===== config.mk =====
export PLATFORM = sky130hd
export DESIGN_NAME = count_sequencer
export DESIGN_NICKNAME = d
export VERILOG_FILES = /design/src/rtl/count_sequencer.sv
export SDC_FILE = /design/constraint.sdc
export NUM_CORES = 1
export LEC_CHECK = 0
export ABC_AREA = 1
export CAP_MARGIN = 20
export CORE_ASPECT_RATIO = 0.6
export CORE_MARGIN = 2
export CORE_UTILIZATION = 61
export CTS_CLUSTER_SIZE = 14
export DETAILED_ROUTE_END_ITERATION = 6
export PLACE_DENSITY_LB_ADDON = 0.15
export SYNTH_ARGS = -nofsm -noshare
export SYNTH_HDL_FRONTEND = slang
export SYNTH_SLANG_ARGS = --single-unit
export TNS_END_PERCENT = 1

===== constraint.sdc =====
create_clock -name clk -period 2.9 [get_ports clk]
set_input_delay 0.435 -clock clk [delete_from_list [all_inputs] [get_ports clk]]
set_output_delay 0.435 -clock clk [all_outputs]
set_load 0.02 [all_outputs]

===== src/rtl/count_sequencer.sv =====
`timescale 1ns/1ps
`default_nettype none
// ============================================================================
// Module   : count_sequencer
// Purpose  : Button conditioning, shared tick strobe and up/down pass
//            sequencing for a pair of 4-bit counter blocks.
// Revision : 1.0 - initial release
// ============================================================================
module count_sequencer #(
    parameter int DIV_WIDTH       = 24,
    parameter int CLK_DIV         = 6000000,
    parameter int DB_WIDTH        = 17,
    parameter int DEBOUNCE_CYCLES = 120000,
    parameter int ROUNDS          = 2
) (
    input  logic       clk,
    input  logic       rst,
    input  logic       btn_go,
    input  logic       btn_pause,
    input  logic       up_done,
    input  logic       down_done,
    output logic       div_clk,
    output logic       go_up,
    output logic       go_down,
    output logic       pause_up,
    output logic       pause_down,
    output logic       busy,
    output logic       paused,
    output logic [3:0] round
);

    localparam logic [1:0] c_ST_IDLE     = 2'd0;
    localparam logic [1:0] c_ST_RUN_UP   = 2'd1;
    localparam logic [1:0] c_ST_RUN_DOWN = 2'd2;

    localparam logic [DIV_WIDTH-1:0] c_DIV_LAST = DIV_WIDTH'(CLK_DIV - 1);
    localparam logic [DB_WIDTH-1:0]  c_DB_LAST  = DB_WIDTH'(DEBOUNCE_CYCLES - 1);
    localparam logic [4:0]           c_ROUNDS   = 5'(ROUNDS);

    // ------------------------------------------------------------------
    // Tick divider: strobe registered out of the terminal count
    // ------------------------------------------------------------------
    logic [DIV_WIDTH-1:0] r_div_cnt;
    logic                 r_div_clk;

    always_ff @(posedge clk or posedge rst) begin
        if (rst) begin
            r_div_cnt <= '0;
            r_div_clk <= 1'b0;
        end else begin
            r_div_clk <= (r_div_cnt == c_DIV_LAST);
            r_div_cnt <= (r_div_cnt == c_DIV_LAST) ? '0 : r_div_cnt + DIV_WIDTH'(1);
        end
    end

    // ------------------------------------------------------------------
    // Button conditioning: index 0 = go, index 1 = pause
    // ------------------------------------------------------------------
    logic [1:0] w_btn_raw;
    logic [1:0] w_press;

    assign w_btn_raw = {btn_pause, btn_go};

    for (genvar gi = 0; gi < 2; gi++) begin : g_btn
        logic                r_sync1;
        logic                r_sync2;
        logic                r_level;
        logic                r_level_d;
        logic [DB_WIDTH-1:0] r_cnt;

        always_ff @(posedge clk or posedge rst) begin
            if (rst) begin
                r_sync1   <= 1'b0;
                r_sync2   <= 1'b0;
                r_level   <= 1'b0;
                r_level_d <= 1'b0;
                r_cnt     <= '0;
            end else begin
                r_sync1   <= w_btn_raw[gi];
                r_sync2   <= r_sync1;
                r_level_d <= r_level;
                if (r_sync2 == r_level) begin
                    r_cnt <= '0;
                end else if (r_cnt == c_DB_LAST) begin
                    r_level <= r_sync2;
                    r_cnt   <= '0;
                end else begin
                    r_cnt <= r_cnt + DB_WIDTH'(1);
                end
            end
        end

        assign w_press[gi] = r_level & ~r_level_d;
    end

    // ------------------------------------------------------------------
    // Done rise detection on registered copies of the counter flags
    // ------------------------------------------------------------------
    logic r_up_q, r_up_q2, r_dn_q, r_dn_q2;
    logic w_up_rise, w_dn_rise;

    always_ff @(posedge clk or posedge rst) begin
        if (rst) begin
            r_up_q  <= 1'b0;
            r_up_q2 <= 1'b0;
            r_dn_q  <= 1'b0;
            r_dn_q2 <= 1'b0;
        end else begin
            r_up_q  <= up_done;
            r_up_q2 <= r_up_q;
            r_dn_q  <= down_done;
            r_dn_q2 <= r_dn_q;
        end
    end

    assign w_up_rise = r_up_q & ~r_up_q2;
    assign w_dn_rise = r_dn_q & ~r_dn_q2;

    // ------------------------------------------------------------------
    // Sequencer FSM: state/output register, next-state logic, decode
    // ------------------------------------------------------------------
    logic [1:0] r_state, w_state;
    logic       r_go_up, r_go_down, r_pause_up, r_pause_down, r_paused;
    logic       w_go_up, w_go_down, w_pause_up, w_pause_down, w_paused;
    logic [3:0] r_round, w_round;
    logic [4:0] w_round_plus;

    always_ff @(posedge clk or posedge rst) begin
        if (rst) begin
            r_state      <= c_ST_IDLE;
            r_go_up      <= 1'b0;
            r_go_down    <= 1'b0;
            r_pause_up   <= 1'b0;
            r_pause_down <= 1'b0;
            r_paused     <= 1'b0;
            r_round      <= 4'd0;
        end else begin
            r_state      <= w_state;
            r_go_up      <= w_go_up;
            r_go_down    <= w_go_down;
            r_pause_up   <= w_pause_up;
            r_pause_down <= w_pause_down;
            r_paused     <= w_paused;
            r_round      <= w_round;
        end
    end

    assign w_round_plus = {1'b0, r_round} + 5'd1;

    always_comb begin
        w_state      = r_state;
        w_go_up      = 1'b0;
        w_go_down    = 1'b0;
        w_pause_up   = 1'b0;
        w_pause_down = 1'b0;
        w_paused     = r_paused;
        w_round      = r_round;
        case (r_state)
            c_ST_IDLE: begin
                if (w_press[0]) begin
                    w_go_up  = 1'b1;
                    w_round  = 4'd0;
                    w_paused = 1'b0;
                    w_state  = c_ST_RUN_UP;
                end
            end
            c_ST_RUN_UP: begin
                // A done rise outranks any button; the counter is idle again
                if (w_up_rise) begin
                    w_go_down = 1'b1;
                    w_paused  = 1'b0;
                    w_state   = c_ST_RUN_DOWN;
                end else if (!r_paused) begin
                    if (w_press[1]) begin
                        w_pause_up = 1'b1;
                        w_paused   = 1'b1;
                    end
                end else if (w_press[0] || w_press[1]) begin
                    w_go_up  = 1'b1;
                    w_paused = 1'b0;
                end
            end
            c_ST_RUN_DOWN: begin
                if (w_dn_rise) begin
                    w_paused = 1'b0;
                    if (w_round_plus <= c_ROUNDS) begin
                        w_round = w_round_plus[3:0];
                    end
                    if (w_round_plus < c_ROUNDS) begin
                        w_go_up = 1'b1;
                        w_state = c_ST_RUN_UP;
                    end else begin
                        w_state = c_ST_IDLE;
                    end
                end else if (!r_paused) begin
                    if (w_press[1]) begin
                        w_pause_down = 1'b1;
                        w_paused     = 1'b1;
                    end
                end else if (w_press[0] || w_press[1]) begin
                    w_go_down = 1'b1;
                    w_paused  = 1'b0;
                end
            end
            default: begin
                w_state  = c_ST_IDLE;
                w_paused = 1'b0;
            end
        endcase
    end

    always_comb begin
        div_clk    = r_div_clk;
        go_up      = r_go_up;
        go_down    = r_go_down;
        pause_up   = r_pause_up;
        pause_down = r_pause_down;
        busy       = (r_state == c_ST_RUN_UP) || (r_state == c_ST_RUN_DOWN);
        paused     = r_paused;
        round      = r_round;
    end

endmodule
`default_nettype wire

# Yosys cells after proc, flatten, opt, wreduce, memory -nomap -nowiden

Index checks and enable logic that the tools add are counted.

Flip-flop bits (word level): 82
Bits in latches: 0
Bits in writable memories: 0
Bits in read-only memories: 0
Input bits: 6
Output and inout bits: 11
Word-level logic and storage cells: 94
Memories: 0

Add/sub/neg operators: 4
Multiply operators: 0
Divide/modulo/power cells: 0
Magnitude comparators: 2
Eq/ne operators: 11
Shifts and indexed selects: 0
Multiplexer cells: 36
Bitwise gates (word level): 10
Reduce and logical (&&, ||, !) cells: 8

Operator list:

| cell                  | count |
|---|---|
| $mux 17               | 4 |
| $add 17x1->17 const B | 2 |
| $eq 17x17->1 const B  | 2 |
| $add 24x1->24 const B | 1 |
| $eq 24x23->1 const B  | 1 |
| $mux 24               | 1 |
| $mux 1                | 20 |
| $mux 4                | 3 |
| $ne 2x2->1 const B    | 4 |
| $pmux 4 s2            | 1 |
| $mux 2                | 3 |
| $not 1->1             | 6 |
| $pmux 1 s3            | 2 |
| $pmux 2 s3            | 1 |
| $add 4x1->5 const B   | 1 |
| $le 5x2->1 const B    | 1 |
| $lt 5x2->1 const B    | 1 |
| $and 1x1->1           | 4 |
| $reduce_and 2->1      | 2 |
| $reduce_and 4->1      | 1 |
| $reduce_and 3->1      | 1 |
| $eq 1x1->1            | 2 |
| $eq 2x1->1 const B    | 1 |
| $eq 2x2->1 const B    | 1 |
| other kinds (4)       | 5 |

# Depth between registers and ports, before layout

Word-level depth: 7
Depth in mapped cells: 11
Gate-level depth less buffers: 11

# Worst setup path before layout

No wires, ideal clock.

Kind: reg-to-reg
Start point: reg r_round[1] (netlist: round[1])
End point: reg r_round[0] (netlist: round[0])
Setup time: 0.066 ns
Data arrival time: 1.456 ns
Required time: 2.834 ns
Path slack: 1.378 ns
Stages on the path, launching flop included: 9
Buffers on the path: 0
Clock period less this slack: 1.522 ns
Cell sequence: dfrtp_1 > inv_1 > ha_1 > or2_2 > nand2_1 > nand2_1 > nand2_1 > nand2_1 > nand2_1

Word-level cells in the longest chain between the ends: 4

RTL lines:

| item                              | RTL line | text |
|---|---|---|
| from (decl)                       | 125      | `logic [3:0] r_round, w_round;` |
| from (signal assigned)            | 144      | `r_round <= w_round;` |
| $add 4x1->5                       | 148      | `assign w_round_plus = {1'b0, r_round} + 5'd1;` |
| $le 5x2->1                        | 186      | `if (w_round_plus <= c_ROUNDS) begin` |
| $ne 2x2->1 (no source line)       | --       |  |
| $reduce_and 4->1 (no source line) | --       |  |

Every way passes these cells.
A chain may end at the register's enable or synchronous reset.

# Final worst setup path

Start point: reg r_state[0]
End point: out busy

Word-level cells in the longest chain between the ends: 2
Elaborated cells between the ends (all ways): 3
Those cells by class: eq/ne: 2; reduce/logical: 1

RTL lines:

| item                                            | RTL line | text |
|---|---|---|
| from (decl)                                     | 122      | `logic [1:0] r_state, w_state;` |
| from (signal assigned)                          | 130      | `r_state <= c_ST_IDLE;` |
| from (signal assigned)                          | 138      | `r_state <= w_state;` |
| $eq 2x1->1 / $eq 2x2->1 (equally long branches) | 218      | `busy = (r_state == c_ST_RUN_UP) \|\| (r_state == c_ST_RUN_DOWN);` |
| $logic_or 1x1->1 *                              | 218      |  |
| to (decl)                                       | 27       | `output logic busy,` |

Mark *: on every way between the ends. The rest lies on a longest branch, timed or not.

==> metrics.md <==
| Metric | Value |
|---|---|
| CP delay by family, top | buffers and inverters |
| Initial antenna violation count | 0 |
| M1 wire length | about 4700 um |
| Setup bufs post-CTS | 0 |
| Clock Skew | approximately 0.0060 ns |
| Insertion delay to the later sink of the worst-skew pair | 0.33 ns |
| Slack of the critical path | 0.7260 ns |
| Post-synth top area share | 46.50% |
| Post-synth ARST share | 100.0% |
| WS Path Type | reg2out |
| F_max | between 400 and 500 MHz |
| Pleak | 2.275 nW |
| Slew @ Worst Pin | between 0.7 and 0.8 ns |
| Main synth FF type | dfrtp_1 |
| RSZ-0062 raised after global routing | false |
| Commonest cells post-synth | nand2_1 (150), nor2_1 (125), dfrtp_1 (82), inv_1 (74), nand3_1 (43) |
| Clk slew on worst S/H paths | 0.06 ns |
| Avg WL per Cell | between 10 and 15 um |
| DR vias/cell | ~5.4 |
| Max Used Layer | met4 |
| Final hold violation count | 0 |
| Number of global-route vias before repair | 3514 |
| CP max-delay cell | clkdlybuf4s50_1 |
| Port bufs | 16 |
| CP Cell Sequence | inv_1 -> ha_1 -> clkdlybuf4s50_1 |
| Total Routing Usage GR | 27.00% |
| Hold Crit Class | reg2reg |
| Final hold slack | approximately 0.36 ns |
| Routed WL | between 9000 and 10000 um |
| Seq/Total Area, Yosys | between 40% and 50% |
| Initial core utilization | roughly 64% |
| Fillers | 546 |
| Setup crit end kind | primary output |
| Core region area | roughly 6800 um^2 |
| Die W | about 110 um |
| Max-slew headroom | between 50% and 60% |
| Arr. time, crit path | ~1.7 ns |
| Setup TNS | 0 ns |
| Syn. warnings | 0 |
| CP Launch Type | register |
| Io pins | 17 |
| Max Cap Viol | 0 |
| Routability cong. | ~0.98 |
| Row cnt | 23 |
| Fraction of layout cells with a size suffix above 1 | under 10% |
| Syn Area/Cell | about 7.5 um^2 |
| Largest net degree at the start of global routing | 43 |
| Global-route wire length before repair | 16630 um |
| Mapped Area | ~4400 um^2 |
| Footprint of the multi-input gates | 2064 um^2 |
| Post-DP HPWL | 7392 um |
| Status | finished clean |
| Final Slew Violations | 0 |
| DR vias | ~3800 |
| Final setup viols | 0 |
| Max VDD drop | about 0.42 mV |
| Post-CTS sizing | 0 |
| Count leader, synth | nand2_1 |
| Sink Count | 82 |
| ANT cells | 0 |
| # H-tree levels | 3 |
| Post-DRT Antenna Nets | 0 |
| FF+latch count, synth | roughly 80 |
| CP peak stage delay | slightly above 0.6 ns |
| Hold-fix buffers, CTS | 0 |
| CTS buffer count | 9 |
| GRT Residual Overflow | 0 |
| Fin util | approximately 73% |
| Die Area | 7953 um^2 |
| CTS tree | done |
| Period Utilization, post-route | about 75% |
| Clock Tree Root | clkbuf_16 |
| WP data required | between 2 and 2.5 ns |
| Met3 wire len | ~880 um |
| Period minus WS final | around 2.2 ns |
| Synth top area cells | dfrtp_1 (46%), nand2_1 (13%), nor2_1 (11%), inv_1 (6.3%), nand3_1 (4.9%) |
| Max Fanout on Critical Path | 4 |
| Final instance area | ~5000 um^2 |
| Syn_nets | around 600 |
| Starting DRT DRC Count | between 300 and 400 |
| Synth-to-Final Area Change | 13.04% |
| WL met2 | between 4000 and 5000 um |
| Drt first pass iters | 5 |
| CTS max path bufs | 2 |
| Post-synth top area cell | dfrtp_1 |
| Area post-placement | 4695 um^2 |
| DIE HEIGHT | 69.89 um |
| DR DRC count | 0 |
| WP buf/inv | 2 |
| EDFF count, synth | 0 |
| Fin nets | between 600 and 700 |
| Storage cell area | slightly above 2000 um^2 |
| Cells after Synth | 586 |
| Place WS | around 1.1 ns |
| PwrDens | roughly 470 nW/um^2 |
| Yosys cell types | 29 |
[cell type report]
class / instances / area share [%]
Clock buffer: 12 / 5.142
Clock inverter: 2 / 0.7524
Inverter: 76 / 5.744
Multi-Input combinational cell: 427 / 41.38
Sequential cell: 82 / 41.13
Tap cell: 87 / 2.182
Timing Repair Buffer: 19 / 3.662
[kinds of logic (layout without fill, tap and decap cells)]
group,after synthesis,after routing,synth area share (%)
adders and majority gates,9,9,2.552
buffers and inverters,77,109,6.720
xor gates and xnor gates,26,26,5.160
DFF,82,82,46.50
and+or+nand+nor,367,367,36.01
AOI/OAI and AO/OA,25,25,3.062
[report_power, final]
group / internal (W) / switching, W
combinational: 0.0000192 / 0.0000406
clock: 0.000704 / 0.000418
sequential: 0.00116 / 0.00000882
total: 0.00188 / 0.000467
[through the flow]
stage	power, W	instances
2_1_floorplan	0.001224	586
3_3_place_gp	0.001246	691
3_5_place_dp	0.001248	691
4_1_cts	0.002374	705
5_1_grt	0.002440	705
6_report	0.002347	705
[per-layer routing]
| layer | GRT usage [%] | up-vias |
|---|---|---|
| met5 | 0 | - |
| met2 | 37.66 | 170 |
| li1 | - | 1880 |
| met1 | 40.65 | 1769 |
| met3 | 8.507 | 11 |
| met4 | 7.317 | 0 |
[worst paths after layout]
check | startpoint | end | slack [ns] | cells after the start
worst max register to register | r_div_cnt[0]$_DFF_PP0_ | r_div_cnt[17]$_DFF_PP0_ | 1.06 | 6
min in group asynchronous | rst | g_btn[0].r_cnt[0]$_DFF_PP0_ | 0.52 | 2
worst max-delay path | r_state[0]$_DFFE_PP0P_ | busy | 0.73 | 3
worst min-delay path | g_btn[0].r_sync1$_DFF_PP0_ | g_btn[0].r_sync2$_DFF_PP0_ | 0.36 | 0
worst min register to register | g_btn[0].r_sync1$_DFF_PP0_ | g_btn[0].r_sync2$_DFF_PP0_ | 0.36 | 0
max in group asynchronous | rst | round[3]$_DFFE_PP0P_ | 1.70 | 3
[cells in the final DEF, fill, tap and decap left out, drive strengths merged, types with 8 or more instances in the layout]
cell type and n:
a21oi 11, clkbuf 12, clkdlybuf4s50 16, dfrtp 82
ha 9, inv 75, nand2 154, nand3 45
nand4 15, nor2 131, o21ai 9, xnor2 8
xor2 18
[state kept, by name (all words and copies together) (netlist names), 2 cells and up]
signal,cells
g_btn.r_sync1,2
r_state,2
g_btn.r_cnt,34
r_div_cnt,24
g_btn.r_level_d,2
g_btn.r_sync2,2
round,4
g_btn.r_level,2
Power figures use the tool's default switching activity.
==> patch: new RTL, same settings <==
Make the reset (`rst`) synchronous in 4 clocked blocks.
--- a/src/rtl/count_sequencer.sv
+++ b/src/rtl/count_sequencer.sv
@@ -43,7 +43,7 @@
     logic [DIV_WIDTH-1:0] r_div_cnt;
     logic                 r_div_clk;
 
-    always_ff @(posedge clk or posedge rst) begin
+    always_ff @(posedge clk) begin
         if (rst) begin
             r_div_cnt <= '0;
             r_div_clk <= 1'b0;
@@ -68,7 +68,7 @@
         logic                r_level_d;
         logic [DB_WIDTH-1:0] r_cnt;
 
-        always_ff @(posedge clk or posedge rst) begin
+        always_ff @(posedge clk) begin
             if (rst) begin
                 r_sync1   <= 1'b0;
                 r_sync2   <= 1'b0;
@@ -99,7 +99,7 @@
     logic r_up_q, r_up_q2, r_dn_q, r_dn_q2;
     logic w_up_rise, w_dn_rise;
 
-    always_ff @(posedge clk or posedge rst) begin
+    always_ff @(posedge clk) begin
         if (rst) begin
             r_up_q  <= 1'b0;
             r_up_q2 <= 1'b0;
@@ -125,7 +125,7 @@
     logic [3:0] r_round, w_round;
     logic [4:0] w_round_plus;
 
-    always_ff @(posedge clk or posedge rst) begin
+    always_ff @(posedge clk) begin
         if (rst) begin
             r_state      <= c_ST_IDLE;
             r_go_up      <= 1'b0;
Behaviour: no difference found for any inputs over 10 cycles, from zero or initial values and one cycle with rst high; that may be too few to reach the edited logic, so the function may still have changed.
==> patch against the original RTL <==
  * Worst setup slack worse by 0.026 ns
  * Register-to-register slack worse by 0.08 ns
  * Synthesized area is 10% lower
  * Wire length is 16% lower
  * Highest routed layer unchanged
  * Sequential cell count stayed put
  * Final cell count is 4.7% lower
  * Design area is 11% lower
  * Clock skew is 0.0030 ns higher
  * Via count is 7.2% lower
  * Hold slack better by 0.063 ns
Power is not compared: it rests on default switching activity, and its combinational part moved more than twofold at a synthesized area within 25%.
==> patch: results (changes against the original RTL) <==
metric,value,unit,change
status,"finished, final reports clean",,
r2r startpoint,r_div_cnt[0],,
gr usage total,25.5,%,-1.5 points
max reg flops,34,,unchanged
largest net degree at the start of global routing,24,,-44%
Hold Path Depth,2,,+2
Max H-tree Level,3,,unchanged
Seq. pwr,0.00116,W,
Post-CTS Setup Inserts,0,,unchanged
WHS,0.419,ns,+0.0633 ns
CTS root buffer,clkbuf_8,,
Final HPWL DP,6.00,mm,-19%
leakage,1.56,nW,
syn_nets,576,,-4.2%
post-synthesis async set-or-reset flop share,0,%,-100 points
wire per inst,12.3,um,-11%
Post-Route Skew,0.00902,ns,+0.00302 ns
Hold Path End,g_btn[0].r_sync2,,
vias in the first global route,3211,,-8.6%
Worst-Skew Late Latency,0.36,ns,+0.03 ns
Peak VDD IR,0.448,mV,
Worst Reg2Reg Path Length in Cells,8,,+2
share of layout cells above drive strength 1,7.14,%,+1.5 points
vias per inst,5.29,,-2.6%
CP max FO,3,,-1
fin nets,598,,-5.1%
"Reg clk slew, reported paths",0.08,ns,+0.02 ns
crit path DAT,1.77,ns,+0.03 ns
reg2reg end,r_div_cnt[22],,
Synth top cells by count,"nand2_1 (113), nor2_1 (97), dfxtp_1 (82)",,
worst reg-to-reg setup slack,0.98,ns,-0.08 ns
Detail Route Antenna Nets,0,,unchanged
gpl congestion,0.947,,-3.6%
Synth area leaders,"dfxtp_1 (41%), nand2_1 (11%), nor2_1 (9.2%)",,
initial DRC count,263,,-32%
first-pass GRT wire length,14.4,mm,-13%
hold path startpoint,g_btn[0].r_sync1,,
Least-Margin Pin Slew,0.780,ns,+0.0790 ns
sequential share of the synthesized area,41.3,%,-5.1 points
post-synth cell types,33,,+14%
patch: changes by cell type in the layout (fill, tap and decap cells not counted), sizes merged, moves of 16 or more:
cell   change
dfrtp     -82
dfxtp     +82
nand2     -35
nor2      -30
a21oi     +24
nor3      +16
patch: metrics by stage:
stage / util, % / instances / setup slack, ns / instance area [sq um]
after floorplan: - / 561 / 1.41 / 3970
after global routing: 71.7 / 672 / 0.594 / 4440
final: 71.7 / 672 / 0.700 / 4440
after CTS: 71.7 / 672 / 0.695 / 4440
after detailed placement: 67.8 / 656 / 0.983 / 4200
after global placement: 67.8 / 656 / 1.05 / 4200
patch: layout make-up:
cell class              count  area (sq um)
clock buffers              11           151
well taps                  84           105
inverters                  78           293
repair buffers             17           168
clock inverters             5          86.3
fillers                   528          1750
flip-flops and latches     82          1640
multi-input cells         395          1990
patch: worst max-delay path by stage:
stage / cells past startpoint / endpoint / startpoint / slack, ns
floorplan: 11 / round[2] / round[1] / 1.41
global placement: 4 / r_div_cnt[2] / rst / 1.05
detailed placement: 4 / r_div_cnt[22] / rst / 0.98
CTS: 3 / busy / r_state[0] / 0.69
global route: 3 / busy / r_state[0] / 0.59
finish: 3 / busy / r_state[0] / 0.70
patch: critical path, cell delays in order (launching register included):
cell and delay [ns]:
dfxtp_1 0.37, inv_1 0.09, ha_1 0.34, clkdlybuf4s50_1 0.62
patch: cells by family after synthesis:
kind of cell,after synthesis,share of synthesized area (%)
buffers and inverters,84,8.41
xor gates and xnor gates,19,4.19
AOI/OAI and AO/OA,50,6.62
and+or+nand+nor,317,36.6
adders and majority gates,9,2.84
DFF,82,41.3
patch: routing by layer:
metal  global-route usage, %  wire length [um]  vias to the layer above
met2                    37.7              3290                       99
met5                       0                 0                        -
li1                        -                 -                     1838
met3                    6.65               572                       12
met1                    36.6              4300                     1606
met4                    7.37                99                        0
